### config.mk
export PLATFORM = sky130hd
export DESIGN_NAME = cv32e40s_instr_if_arbiter
export DESIGN_NICKNAME = d
export VERILOG_FILES = /design/src/rtl/cv32e40s_pkg.sv /design/src/rtl/cv32e40s_instr_arb_tracker.sv /design/src/rtl/cv32e40s_instr_if_arbiter.sv
export SDC_FILE = /design/constraint.sdc
export NUM_CORES = 1
export LEC_CHECK = 0
export BUFFER_PORTS_ARGS = -buffer_cell sky130_fd_sc_hd__clkbuf_2
export CORE_AREA = 2 2 70 72
export CTS_CLUSTER_DIAMETER = 40
export DETAILED_ROUTE_END_ITERATION = 12
export DIE_AREA = 0 0 72 74
export GPL_ROUTABILITY_DRIVEN = 0
export PLACE_DENSITY_LB_ADDON = 0.12
export SYNTH_ARGS = -nofsm -noshare
export SYNTH_HDL_FRONTEND = slang
export SYNTH_SLANG_ARGS = --single-unit
### constraint.sdc
create_clock -name clk -period 3.8 [get_ports clk]
set_input_delay 0 -clock clk [delete_from_list [all_inputs] [get_ports clk]]
set_output_delay 0 -clock clk [all_outputs]
set_load 0.05 [all_outputs]
### src/rtl/cv32e40s_pkg.sv
// Shared types for the instruction-side arbiter: FSM state encoding and the
// response payload that the OBI instruction interface returns.
package cv32e40s_pkg;

  typedef enum logic [1:0] {
    IDLE = 2'd0,
    OWN0 = 2'd1,
    OWN1 = 2'd2
  } instr_arb_state_e;

  typedef struct packed {
    logic [31:0] rdata;
    logic        err;
  } inst_resp_t;

endpackage

### src/rtl/cv32e40s_instr_arb_tracker.sv
// Outstanding-transaction and flush-discard bookkeeping for the instruction
// arbiter; decides whether an incoming response is kept or dropped.
module cv32e40s_instr_arb_tracker #(
  parameter int MAX_OUTSTND = 2,
  parameter int CNT_WIDTH   = $clog2(MAX_OUTSTND + 1)
) (
  input  logic                 clk,
  input  logic                 rst,
  input  logic                 accept_i,
  input  logic                 resp_valid_i,
  input  logic                 flush_i,
  output logic [CNT_WIDTH-1:0] cnt_o,
  output logic [CNT_WIDTH-1:0] discard_cnt_o,
  output logic                 resp_keep_o
);

  logic [CNT_WIDTH-1:0] cnt_q, cnt_d;
  logic [CNT_WIDTH-1:0] discard_cnt_q, discard_cnt_d;
  logic                 resp_legal;

  assign resp_legal = resp_valid_i && (cnt_q != '0);

  always_comb begin
    cnt_d = cnt_q;
    if (accept_i && !resp_valid_i) begin
      cnt_d = cnt_q + CNT_WIDTH'(1);
    end else if (!accept_i && resp_legal) begin
      cnt_d = cnt_q - CNT_WIDTH'(1);
    end
  end

  // A flush discards everything already accepted; a response arriving in the
  // flush cycle is still delivered, so it is excluded from the discard count.
  always_comb begin
    discard_cnt_d = discard_cnt_q;
    if (flush_i) begin
      discard_cnt_d = resp_legal ? (cnt_q - CNT_WIDTH'(1)) : cnt_q;
    end else if (resp_valid_i && (discard_cnt_q != '0)) begin
      discard_cnt_d = discard_cnt_q - CNT_WIDTH'(1);
    end
  end

  always_ff @(posedge clk) begin
    if (rst) begin
      cnt_q         <= '0;
      discard_cnt_q <= '0;
    end else begin
      cnt_q         <= cnt_d;
      discard_cnt_q <= discard_cnt_d;
    end
  end

  always_ff @(posedge clk) begin
    if (!rst) begin
      assert (!(resp_valid_i && (cnt_q == '0)))
        else $error("instr arbiter: response received with no outstanding transaction");
    end
  end

  assign cnt_o         = cnt_q;
  assign discard_cnt_o = discard_cnt_q;
  assign resp_keep_o   = resp_legal && (discard_cnt_q == '0);

endmodule

### src/rtl/cv32e40s_instr_if_arbiter.sv
// Shares the instruction transaction interface between the prefetcher (req0)
// and an auxiliary fetch client (req1). Define CV32E40S_INSTR_ARB_RR_EN for round-robin.
module cv32e40s_instr_if_arbiter
  import cv32e40s_pkg::*;
#(
  parameter int MAX_OUTSTND = 2,
  parameter int CNT_WIDTH   = $clog2(MAX_OUTSTND + 1)
) (
  input  logic                 clk,
  input  logic                 rst,
  input  logic                 req0_valid_i,
  input  logic [31:0]          req0_addr_i,
  output logic                 req0_ready_o,
  input  logic                 req0_flush_i,
  output logic                 req0_rvalid_o,
  input  logic                 req1_valid_i,
  input  logic [31:0]          req1_addr_i,
  output logic                 req1_ready_o,
  input  logic                 req1_flush_i,
  output logic                 req1_rvalid_o,
  output logic                 trans_valid_o,
  input  logic                 trans_ready_i,
  output logic [31:0]          trans_addr_o,
  input  logic                 resp_valid_i,
  input  inst_resp_t           resp_i,
  output inst_resp_t           resp_o,
  output logic [CNT_WIDTH-1:0] outstnd_cnt_o,
  output logic                 busy_o
);

  instr_arb_state_e     state_q, state_d;
  logic                 busy_q, busy_d;
  logic [CNT_WIDTH-1:0] cnt, discard_cnt;
  logic                 cnt_lt_max, gnt0, gnt1, yield0, yield1;
  logic                 accept, flush, resp_keep, drain_done;

  assign cnt_lt_max = (cnt < CNT_WIDTH'(MAX_OUTSTND));

`ifdef CV32E40S_INSTR_ARB_RR_EN
  logic last_q, last_d;   // 1: req1 was granted most recently

  assign yield0 = req1_valid_i;
  assign yield1 = req0_valid_i;
`else
  assign yield0 = 1'b0;
  assign yield1 = req0_valid_i;
`endif

  always_comb begin
    gnt0 = 1'b0;
    gnt1 = 1'b0;
    if (!rst && cnt_lt_max) begin
      case (state_q)
        IDLE: begin
`ifdef CV32E40S_INSTR_ARB_RR_EN
          if (req0_valid_i && req1_valid_i) begin
            gnt0 = last_q;
            gnt1 = !last_q;
          end else begin
            gnt0 = req0_valid_i;
            gnt1 = req1_valid_i;
          end
`else
          gnt0 = req0_valid_i;
          gnt1 = req1_valid_i && !req0_valid_i;
`endif
        end
        OWN0:    gnt0 = req0_valid_i && !yield0;
        OWN1:    gnt1 = req1_valid_i && !yield1;
        default: ;
      endcase
    end
  end

  assign trans_valid_o = gnt0 || gnt1;
  assign trans_addr_o  = gnt0 ? req0_addr_i : (gnt1 ? req1_addr_i : 32'h0);
  assign accept        = trans_valid_o && trans_ready_i;
  assign req0_ready_o  = gnt0 && trans_ready_i;
  assign req1_ready_o  = gnt1 && trans_ready_i;

  assign flush = !rst && (((state_q == OWN0) && req0_flush_i) ||
                          ((state_q == OWN1) && req1_flush_i));

  cv32e40s_instr_arb_tracker #(
    .MAX_OUTSTND (MAX_OUTSTND),
    .CNT_WIDTH   (CNT_WIDTH)
  ) u_tracker (
    .clk           (clk),
    .rst           (rst),
    .accept_i      (accept),
    .resp_valid_i  (resp_valid_i),
    .flush_i       (flush),
    .cnt_o         (cnt),
    .discard_cnt_o (discard_cnt),
    .resp_keep_o   (resp_keep)
  );

  assign req0_rvalid_o = !rst && resp_keep && (state_q == OWN0);
  assign req1_rvalid_o = !rst && resp_keep && (state_q == OWN1);
  assign resp_o        = resp_i;

  // Counter reaches zero in this cycle with nothing new accepted.
  assign drain_done = !accept &&
                      ((cnt == '0) || ((cnt == CNT_WIDTH'(1)) && resp_valid_i));

  always_comb begin
    state_d = state_q;
    case (state_q)
      IDLE:       if (accept) state_d = gnt0 ? OWN0 : OWN1;
      OWN0, OWN1: if (drain_done) state_d = IDLE;
      default:    state_d = IDLE;
    endcase
    busy_d = (state_d != IDLE);
  end

`ifdef CV32E40S_INSTR_ARB_RR_EN
  always_comb begin
    last_d = last_q;
    if ((state_q == IDLE) && accept) last_d = gnt1;
  end

  always_ff @(posedge clk) begin
    if (rst) last_q <= 1'b0;
    else     last_q <= last_d;
  end
`endif

  always_ff @(posedge clk) begin
    if (rst) begin
      state_q <= IDLE;
      busy_q  <= 1'b0;
    end else begin
      state_q <= state_d;
      busy_q  <= busy_d;
    end
  end

  always_ff @(posedge clk) begin
    if (!rst) begin
      assert (discard_cnt <= cnt)
        else $error("instr arbiter: discard count exceeds outstanding count");
    end
  end

  assign outstnd_cnt_o = cnt;
  assign busy_o        = busy_q;

endmodule
==> impl_metrics.csv <==
group,metric,value,unit
cells_and_area,antenna_cells,0,
job,max-cap-violations,0,
yosys,synthFlopType,"dfxtp_1",
min_path,hold_path_end,"resp_o[27]",
clock_tree,post-cts-setup-buffer-count,0,
clock_tree,clk_latency,0.23,ns
cells_and_area,syn_to_final_growth,34.9,%
yosys,syn_nets,256,
timing,fmax,455,MHz
global_route,grt_pass1_wl,6580,um
placement,io_buffers,111,
timing,tns,0,ns
clock_tree,hold_buffers,0,
cells_and_area,multiInputGateArea,736,sq um
yosys,synth_cell_types,34,
cells_and_area,final_nets,334,
worst_setup_path,critPathCaptureType,"primary output",
min_path,hold_depth,0,
yosys,synth_enable_flop_cells,0,
worst_setup_path,r2r_setup_slack,1.67,ns
die,initial_utilization,25.6,%
yosys,ys_seq_area_share,11.9,%
timing,hold_viol,0,
yosys,ys_ff_latch,7,
min_path,min_from,"resp_i[27]",
cells_and_area,nFillCells,514,
worst_setup_path,rr_startpoint,"state_q[0]",
global_route,grt_pass1_vias,1329,
pwr,leakage,0.857,nW
yosys,syn_inst,144,
yosys,ys.warnings.count,0,
detailed_routing,via_per_inst,4.77,
pwr,pwr_density_cell,411,nW/um^2
detailed_routing,final_antenna_net_count,0,
worst_setup_path,cp-start-kind,"flip-flop",
worst_setup_path,path_class,"reg2out",
cells_and_area,layout-drive-gt1-share,57.5,%
timing,fin_crit,2.20,ns
yosys,async_reset_ff_share,0,%
clock_tree,cts_tree,"built",
global_route,antenna_found_initial,0,
timing,slew_viol_final,0,
die,rows,25,
timing,period_share,57.8,%
worst_setup_path,required,3.80,ns
clock_tree,htreeDepth,1,
timing,final.setup_skew,0.000360,ns
pwr,ir_drop,0.115,mV
timing,rsz0062_at_grt,"no",
worst_setup_path,r2r_end,"u_tracker.cnt_o[1]",
detailed_routing,num_vias,1312,
clock_tree,clkTransAtPathRegs,0.05,ns
timing,setup_viol,0,
status,outcome,"finished clean",
die,pin_count,178,
die,die_area,5330,sq um
detailed_routing,dr.pass1.iters,4,
detailed_routing,drtIter0Drc,18,
die,die_x,72,um
pwr,finalPower,652,uW
die,die_y,74,um
clock_tree,clock-sinks,7,
global_route,grt_usage,15.7,%
timing,slew_headroom,73.2,%
yosys,avgSynthCellArea,8.16,sq um
global_route,grt_max_degree,33,
yosys,synth_area,1170,sq um
detailed_routing,drt-total-wl,4360,um
min_path,min_path_type,"in2out",
timing,worst-slew-pin-transition,0.400,ns
clock_tree,cts_resized,0,
worst_setup_path,r2r_cells,6,
detailed_routing,route.detailed.drc,0,
global_route,grt_overflow,0,
cells_and_area,seq_area,140,sq um
clock_tree,cts_buffers,3,
die,fp.coreArea,4600,sq um
worst_setup_path,path_max_fanout,32,
clock_tree,clk_path_buf_depth,2,
placement,dpl.hpwl,3670,um
worst_setup_path,critical_path_arrival,2.20,ns
clock_tree,clock-root-buffer,"clkbuf_8",
detailed_routing,avgRoutedWirePerCell,15.8,um
-- area by class of cell --
class / count / share of cell area [%]
Tap cell: 54 / 4.26
Multi-Input combinational cell: 90 / 46.4
Sequential cell: 7 / 8.84
Clock buffer: 4 / 2.84
Timing Repair Buffer: 113 / 36.0
Inverter: 7 / 1.66
-- how the worst max path moves through the flow --
stage	start	end	slack (ns)	cells after the start
3_3_place_gp	state_q[0]	u_tracker.cnt_o[1]	1.71	6
6_report	state_q[0]	trans_addr_o[9]	1.60	7
5_1_grt	state_q[0]	trans_addr_o[9]	1.44	7
2_1_floorplan	u_tracker.cnt_o[1]	busy_o	1.37	4
3_5_place_dp	state_q[0]	u_tracker.cnt_o[1]	1.71	6
4_1_cts	state_q[0]	trans_addr_o[9]	1.60	7
-- cells in the final DEF (no fill, tap or decap), drive strengths merged --
cell type,n
clkbuf,115
o31ai,1
and3,2
xnor2,2
buf,2
nor3,3
mux2i,3
o2bb2ai,1
a2111oi,1
nor2,9
or4b,1
dfxtp,7
nor2b,3
nand2b,1
or3b,2
nor3b,2
o2111ai,1
ha,7
or4,1
a31o,1
nand4b,1
inv,7
a21oi,3
a311oi,1
a31oi,1
a22oi,1
a211oi,1
o22ai,4
a22o,32
nand2,5
-- synth_stat cells, drive strengths merged, types with 3 or more instances --
library cell,count,area share [%]
buf,36,22
a22o,32,24
nor2,9,2.9
dfxtp,7,12
ha,7,7.5
inv,7,2.2
nand2,5,1.6
clkbuf,4,1.3
o22ai,4,2.7
a21oi,3,1.3
mux2i,3,2.6
nor2b,3,1.6
nor3,3,1.3
-- routing by layer --
layer | GRT usage [%] | routed length [um] | vias up
li1 | - | - | 662
met2 | 23.1 | 2020 | 66
met3 | 3.39 | 306 | 22
met5 | 0 | 0 | -
met1 | 21.9 | 1920 | 562
met4 | 6.92 | 110 | 0
-- cells by family after synthesis --
logic type | Yosys count | synth area share [%]
fa+ha+maj | 7 | 7.45
buf+inv | 47 | 25.9
simple gates | 30 | 15.8
mux | 3 | 2.56
xor+xnor | 2 | 1.49
compound gates | 48 | 34.9
flops | 7 | 11.9
-- state kept, by name, summed over array words and instances (netlist names) --
register / flops
state_q: 2
u_tracker.cnt_o: 2
u_tracker.discard_cnt_o: 2
busy_o: 1
-- where the power goes --
part	internal (mW)	switching, mW	total [mW]
sequential	0.0886	0.0135	0.102
clock	0.0733	0.0395	0.113
combinational	0.143	0.294	0.437
-- per-stage QoR --
| step | area (sq um) | util (%) | setup slack, ns | hold slack, ns | cells |
|---|---|---|---|---|---|
| global placement | 1540 | 33.5 | 1.71 | 0.000370 | 271 |
| CTS | 1590 | 34.5 | 1.60 | 0.000370 | 275 |
| detailed placement | 1540 | 33.5 | 1.71 | 0.000370 | 271 |
| floorplan | 1170 | - | 1.37 | 0.167 | 144 |
| global route | 1590 | 34.5 | 1.44 | 0.0000718 | 275 |
| finish | 1590 | 34.5 | 1.60 | 0.0000140 | 275 |
-- worst max-delay path, stage by stage, from the launching register on --
cell	delay, ns
dfxtp_1	0.43
inv_1	0.09
ha_1	0.27
nor2_1	0.29
nor2_2	0.08
buf_4	0.24
a22o_1	0.30
clkbuf_2	0.25
Power figures use the tool's default switching activity.
